File: config.mk
export PLATFORM = sky130hd
export DESIGN_NAME = fp_booth_seq
export DESIGN_NICKNAME = d
export VERILOG_FILES = /design/src/rtl/fp_mul_pkg.sv /design/src/rtl/booth_digit_enc.sv /design/src/rtl/fp_booth_seq.sv
export SDC_FILE = /design/constraint.sdc
export NUM_CORES = 1
export LEC_CHECK = 0
export BUFFER_PORTS_ARGS = -buffer_cell sky130_fd_sc_hd__buf_2
export CORE_ASPECT_RATIO = 1.2
export CORE_MARGIN = 4
export CORE_UTILIZATION = 30
export CTS_CLUSTER_DIAMETER = 60
export DETAILED_ROUTE_END_ITERATION = 16
export SYNTH_ARGS = -nofsm -noshare
export SYNTH_HDL_FRONTEND = slang
export SYNTH_SLANG_ARGS = --single-unit
File: constraint.sdc
create_clock -name clk -period 15.84 [get_ports clk]
set_input_delay 3.168 -clock clk [delete_from_list [all_inputs] [get_ports clk]]
set_output_delay 3.168 -clock clk [all_outputs]
set_load 0.005 [all_outputs]
File: src/rtl/fp_mul_pkg.sv
// -----------------------------------------------------------------------------
// fp_mul_pkg
// Shared types and constants for the single-precision significand multiplier.
//   state_e  : sequencer states (IDLE, RUN, DONE)
//   booth_e  : radix-4 Booth digit values {0, +M, +2M, -M, -2M}
//   SIG_W / PROD_W / DIGITS / ACC_W : significand, product, digit count and
//              accumulator widths
//   booth_pp : partial product for one Booth digit at accumulator width
// -----------------------------------------------------------------------------
package fp_mul_pkg;

    localparam int SIG_W  = 24;
    localparam int PROD_W = 48;
    localparam int DIGITS = 13;
    // Two guard bits above the product so negative partial sums stay representable.
    localparam int ACC_W  = 50;

    typedef enum logic [1:0] {
        IDLE = 2'd0,
        RUN  = 2'd1,
        DONE = 2'd2
    } state_e;

    typedef enum logic [2:0] {
        B_ZERO = 3'd0,
        B_P1   = 3'd1,
        B_P2   = 3'd2,
        B_M1   = 3'd3,
        B_M2   = 3'd4
    } booth_e;

    // Scale an already-aligned multiplicand by a Booth digit (two's complement).
    function automatic logic [ACC_W-1:0] booth_pp(input booth_e digit,
                                                  input logic [ACC_W-1:0] mcand);
        logic [ACC_W-1:0] pp;
        case (digit)
            B_ZERO:  pp = {ACC_W{1'b0}};
            B_P1:    pp = mcand;
            B_P2:    pp = mcand << 1;
            B_M1:    pp = ~mcand + {{(ACC_W-1){1'b0}}, 1'b1};
            B_M2:    pp = ~(mcand << 1) + {{(ACC_W-1){1'b0}}, 1'b1};
            default: pp = {ACC_W{1'b0}};
        endcase
        return pp;
    endfunction

endpackage

File: src/rtl/booth_digit_enc.sv
// -----------------------------------------------------------------------------
// booth_digit_enc
// Combinational radix-4 Booth recoder.
//   slice_i [2:0] : multiplier bits {y[2i+1], y[2i], y[2i-1]}
//   digit_o       : recoded digit (booth_e)
// -----------------------------------------------------------------------------
module booth_digit_enc
    import fp_mul_pkg::*;
(
    input  logic [2:0] slice_i,
    output booth_e     digit_o
);

    // Standard radix-4 recoding table.
    always_comb begin
        digit_o = B_ZERO;
        case (slice_i)
            3'b000:  digit_o = B_ZERO;
            3'b001:  digit_o = B_P1;
            3'b010:  digit_o = B_P1;
            3'b011:  digit_o = B_P2;
            3'b100:  digit_o = B_M2;
            3'b101:  digit_o = B_M1;
            3'b110:  digit_o = B_M1;
            3'b111:  digit_o = B_ZERO;
            default: digit_o = B_ZERO;
        endcase
    end

endmodule

File: src/rtl/fp_booth_seq.sv
// -----------------------------------------------------------------------------
// fp_booth_seq
// Sequential radix-4 Booth multiplier for 24-bit significands, one digit per
// clock, 13 cycles from accept to result.
//   clk, rst              : clock, asynchronous active-high reset
//   in_valid / in_ready   : operand handshake (ready only in IDLE)
//   frc_X, hid_X          : multiplicand fraction and hidden bit
//   frc_Y, hid_Y          : multiplier fraction and hidden bit
//   sign_in, r_mode_in    : sideband carried alongside the operation
//   out_valid / out_ready : result handshake (valid only in DONE)
//   frc_Z_full            : 48-bit unsigned product
//   sign_Z, r_mode        : sideband captured at accept
// -----------------------------------------------------------------------------
module fp_booth_seq #(
    parameter int DIGITS = 13
) (
    input  logic        clk,
    input  logic        rst,
    input  logic        in_valid,
    output logic        in_ready,
    input  logic [22:0] frc_X,
    input  logic [22:0] frc_Y,
    input  logic        hid_X,
    input  logic        hid_Y,
    input  logic        sign_in,
    input  logic [2:0]  r_mode_in,
    output logic        out_valid,
    input  logic        out_ready,
    output logic [47:0] frc_Z_full,
    output logic        sign_Z,
    output logic [2:0]  r_mode
);

    import fp_mul_pkg::*;

    localparam logic [3:0] LAST_CNT = 4'(DIGITS - 1);

    state_e             state_q,  state_d;
    logic [3:0]         cnt_q,    cnt_d;
    // Multiplicand pre-shifted by 2*cnt; multiplier shifted right by 2 per digit
    // so the current Booth window is always mplier_q[2:0].
    logic [ACC_W-1:0]   mcand_q,  mcand_d;
    logic [26:0]        mplier_q, mplier_d;
    logic [ACC_W-1:0]   acc_q,    acc_d;
    logic [PROD_W-1:0]  prod_q,   prod_d;
    logic               sign_q,   sign_d;
    logic [2:0]         rmode_q,  rmode_d;
    booth_e             digit_s;

    booth_digit_enc u_enc (
        .slice_i (mplier_q[2:0]),
        .digit_o (digit_s)
    );

    assign in_ready   = (state_q == IDLE);
    assign out_valid  = (state_q == DONE);
    assign frc_Z_full = prod_q;
    assign sign_Z     = sign_q;
    assign r_mode     = rmode_q;

    // Next-state and datapath update for the accept / iterate / hand-off sequence.
    always_comb begin
        state_d  = state_q;
        cnt_d    = cnt_q;
        mcand_d  = mcand_q;
        mplier_d = mplier_q;
        acc_d    = acc_q;
        prod_d   = prod_q;
        sign_d   = sign_q;
        rmode_d  = rmode_q;
        case (state_q)
            IDLE: begin
                if (in_valid) begin
                    mcand_d  = {26'd0, hid_X, frc_X};
                    // Unsigned multiplier: two zero bits on top, implicit 0 below bit 0.
                    mplier_d = {2'b00, hid_Y, frc_Y, 1'b0};
                    acc_d    = {ACC_W{1'b0}};
                    cnt_d    = 4'd0;
                    sign_d   = sign_in;
                    rmode_d  = r_mode_in;
                    state_d  = RUN;
                end else begin
                    state_d  = IDLE;
                end
            end
            RUN: begin
                acc_d    = acc_q + booth_pp(digit_s, mcand_q);
                mcand_d  = mcand_q << 2;
                mplier_d = mplier_q >> 2;
                cnt_d    = cnt_q + 4'd1;
                if (cnt_q == LAST_CNT) begin
                    // Final sum is non-negative and below 2^48, so the low 48 bits are exact.
                    prod_d  = acc_d[PROD_W-1:0];
                    state_d = DONE;
                end else begin
                    state_d = RUN;
                end
            end
            DONE: begin
                if (out_ready) begin
                    state_d = IDLE;
                end else begin
                    state_d = DONE;
                end
            end
            default: begin
                state_d = IDLE;
            end
        endcase
    end

    // State and datapath registers; reset discards any operation in flight.
    always_ff @(posedge clk or posedge rst) begin
        if (rst) begin
            state_q  <= IDLE;
            cnt_q    <= 4'd0;
            mcand_q  <= {ACC_W{1'b0}};
            mplier_q <= 27'd0;
            acc_q    <= {ACC_W{1'b0}};
            prod_q   <= {PROD_W{1'b0}};
            sign_q   <= 1'b0;
            rmode_q  <= 3'b000;
        end else begin
            state_q  <= state_d;
            cnt_q    <= cnt_d;
            mcand_q  <= mcand_d;
            mplier_q <= mplier_d;
            acc_q    <= acc_d;
            prod_q   <= prod_d;
            sign_q   <= sign_d;
            rmode_q  <= rmode_d;
        end
    end

endmodule

==> flow_metrics.tcl <==
set metrics [dict create \
    setup_viol 0 \
    crit_arrival_ns 6.41 \
    crit_fanout 11 \
    cts_setup_buffers 0 \
    synth_area_leaders "dfrtp_1 (38%), o21ai_0 (8.7%), nand2_1 (7.5%)" \
    synth_top_area_share_pct 37.8 \
    ys_ff_latch 179 \
    wl_per_cell_um 17.1 \
    holdCritStartpoint "frc_Z_full[28]" \
    die_area_mm2 0.0427 \
    die_x_um 189 \
    synth_nets 1581 \
    drt_iter0_drc 753 \
    areaGrowthSynthToFinish_pct 12.2 \
    final_util_pct 34.2 \
    synth.distinct_cells 70 \
    cts_tree "yes" \
    ys_warn_count 0 \
    fin_skew_ns 0.0146 \
    synthArstFlopShare_pct 100 \
    cpPeakStageDelay_ns 0.60 \
    synth.most_common_cell "nand2_1" \
    rows 79 \
    path_clk_slew_ns 0.07 \
    cts_root_buf "clkbuf_16" \
    cpMaxStageDelayCell "or4_4" \
    setup-tns-final_ns 0 \
    tightest_slew_ns 1.14 \
    cp.required_ns 16.14 \
    status "completed" \
    final-max-slew-violation-count 0 \
    fmax_ghz 0.164 \
    vias_per_cell 5.40 \
    antenna_cells 0 \
    clk_path_buf_depth 2 \
    setup_ws_ns 9.73 \
    min_period_ns 6.11 \
    start_util_pct 30.5 \
    die_h_um 226 \
    critPathTopFamily "simple AND/OR/NAND/NOR gates" \
    start_kind "flip-flop" \
    cts.htree.levels 4 \
    nFillCells 4053 \
    ios 110 \
    crit_chain "or4_4 > or3_1 > or4_4 > or2_4 > or3_4 > or3_1 > o21ai_1 > nand2_1 > o311ai_1 > ha_1 > a2111oi_0 > a21oi_1 > o31ai_1 > nand2_1 > o31ai_1 > o21ai_0 > a311oi_1 > xor2_1 > o21ai_0" \
    num_vias 10900 \
    post-dp-hpwl_mm 24.1 \
    netlist_top_cells_count "nand2_1 (237), o21ai_0 (206), dfrtp_1 (179), clkbuf_1 (116)" \
    cts_resized 0 \
    first_pass_iters 6 \
    period_share_pct 38.6 \
    layout-drive-gt1-share_pct 12.6 \
    r2r_slack_ns 9.73 \
    min_to "frc_Z_full[28]" \
    final_antenna_net_count 0 \
    worst_hold_slack_ns 0.474 \
    io_buffers 109 \
    hold_depth 2 \
    grt_util_all_layers_pct 16.1 \
    worstSkewPairLatency_ns 0.46 \
    slew_headroom_pct 23.7 \
    numCtsBuffers 17 \
    layout.nets 1599 \
    synth_largest_area_cell "dfrtp_1" \
    r2r_end "acc_q[46]" \
    core_area_mm2 0.0388 \
    grt_pass1_vias 10700 \
    grt_first_pass_wirelength_mm 56.4 \
    grt_max_degree 106 \
    finalHoldViolCount 0 \
    reg2reg_depth 19 \
    r2r_start "mcand_q[7]" \
    drt_wl_total_mm 34.7 \
    grt_overflow_total 0 \
    synth_area_mm2 0.0118 \
    path_class "flip-flop to flip-flop" \
    grt_setup_unrepaired "no" \
    dp_slack_ns 9.86 \
    hold_buffers 0 \
    postSynthAreaPerCell_um2 8.04 \
    drv_cap 0 \
    ys.flop_type "dfrtp_1" \
    ys_seq_area_share_pct 37.8 \
    clock-sinks 179 \
    gp_congestion 0.885 \
    drc 0 \
    hp-class "flip-flop to flip-flop" \
    cp.buffers_inverters 0 \
    antenna_found_initial 0 \
    critPathCaptureType "flip-flop" \
    synth_edf_count 0 \
    synth_cells 1472 \
]
[cell families (layout without fill, tap and decap cells)]
kind of cell	Yosys count	after routing	synth area share, %
XOR/XNOR	50	50	3.81
buffers and inverters	152	183	5.06
multiplexers	13	13	1.24
AO/OA/AOI/OAI	513	513	26.9
AND/OR/NAND/NOR	512	512	19.5
flip-flops	179	179	37.8
adder cells (fa/ha/maj)	53	53	5.66
[area by class of cell]
type / count / area, um2 / area share (%)
multi-input combinational: 1141 / 6800 / 51.1
sequential: 179 / 4480 / 33.7
tap: 526 / 658 / 4.95
timing repair buffer: 122 / 643 / 4.84
clock buffer: 18 / 429 / 3.23
clock inverter: 14 / 165 / 1.24
inverter: 29 / 116 / 0.876
[metrics by stage]
stage	std cells	instance area, um2
floorplan	1472	11800
global placement	1997	12700
detailed placement	1997	12700
CTS	2029	13300
global route	2029	13300
finish	2029	13300
[sequential cells by signal, summed over array words and instances, names as in the netlist]
register    cells
acc_q          48
cnt_q           4
frc_Z_full     48
mcand_q        48
mplier_q       25
r_mode          3
sign_Z          1
state_q         2
[layer usage]
metal,vias to the layer above,global-route usage [%],share of wire (%),wire length [um]
li1,5367,-,-,-
met3,60,2.92,4.7,1630
met5,-,0,0,0
met2,291,26.8,47,16400
met4,0,6.02,2.9,1020
met1,5230,21.0,45,15600
[worst reg2reg max path, cell delays in order, from the launching register on]
cell       delay [ns]
dfrtp_1          0.48
or4_4            0.59
or3_1            0.53
or4_4            0.60
or2_4            0.27
or3_4            0.36
or3_1            0.33
o21ai_1          0.13
nand2_1          0.07
o311ai_1         0.11
ha_1             0.36
a2111oi_0        0.38
a21oi_1          0.08
o31ai_1          0.11
nand2_1          0.09
o31ai_1          0.47
o21ai_0          0.32
a311oi_1         0.37
xor2_1           0.20
o21ai_0          0.10
[placed cells by master (no fill, tap or decap), types with 7 or more instances in the layout]
| master | Yosys | routed |
|---|---|---|
| nand2_1 | 237 | 235 |
| o21ai_0 | 206 | 206 |
| dfrtp_1 | 179 | 179 |
| buf_2 | 2 | 109 |
| a21oi_1 | 93 | 93 |
| nor2_1 | 93 | 92 |
| ha_1 | 52 | 52 |
| nor3_1 | 44 | 44 |
| a22oi_1 | 40 | 40 |
| nand3_1 | 37 | 37 |
| inv_1 | 29 | 28 |
| or3_1 | 28 | 28 |
| xnor2_1 | 26 | 26 |
| o311ai_0 | 24 | 24 |
| a21o_1 | 23 | 23 |
| xor2_1 | 23 | 23 |
| o22ai_1 | 22 | 22 |
| clkbuf_16 | 0 | 17 |
| a22o_1 | 13 | 13 |
| mux2_2 | 13 | 13 |
| buf_4 | 1 | 13 |
| nand4_1 | 10 | 10 |
| o31ai_1 | 10 | 10 |
| nand2b_1 | 10 | 9 |
| o211ai_1 | 8 | 8 |
| a221o_1 | 8 | 8 |
| nor4_1 | 8 | 8 |
| nor2b_1 | 9 | 8 |
| or4_1 | 8 | 8 |
| a31oi_1 | 7 | 7 |
| o21bai_1 | 7 | 7 |
| inv_6 | 0 | 7 |
[worst max-delay path by stage]
stage                           from             end  cells after the start
after global placement    mcand_q[7]       acc_q[46]                     19
after floorplan                  rst        acc_q[0]                      1
after CTS                 mcand_q[7]       acc_q[46]                     19
after global routing      mcand_q[7]       acc_q[46]                     19
after detailed placement  mcand_q[7]  frc_Z_full[46]                     19
final                     mcand_q[7]       acc_q[46]                     19
Power is not shown: default switching activity piles up to over one toggle a cycle in this logic, so the estimate is an artifact.
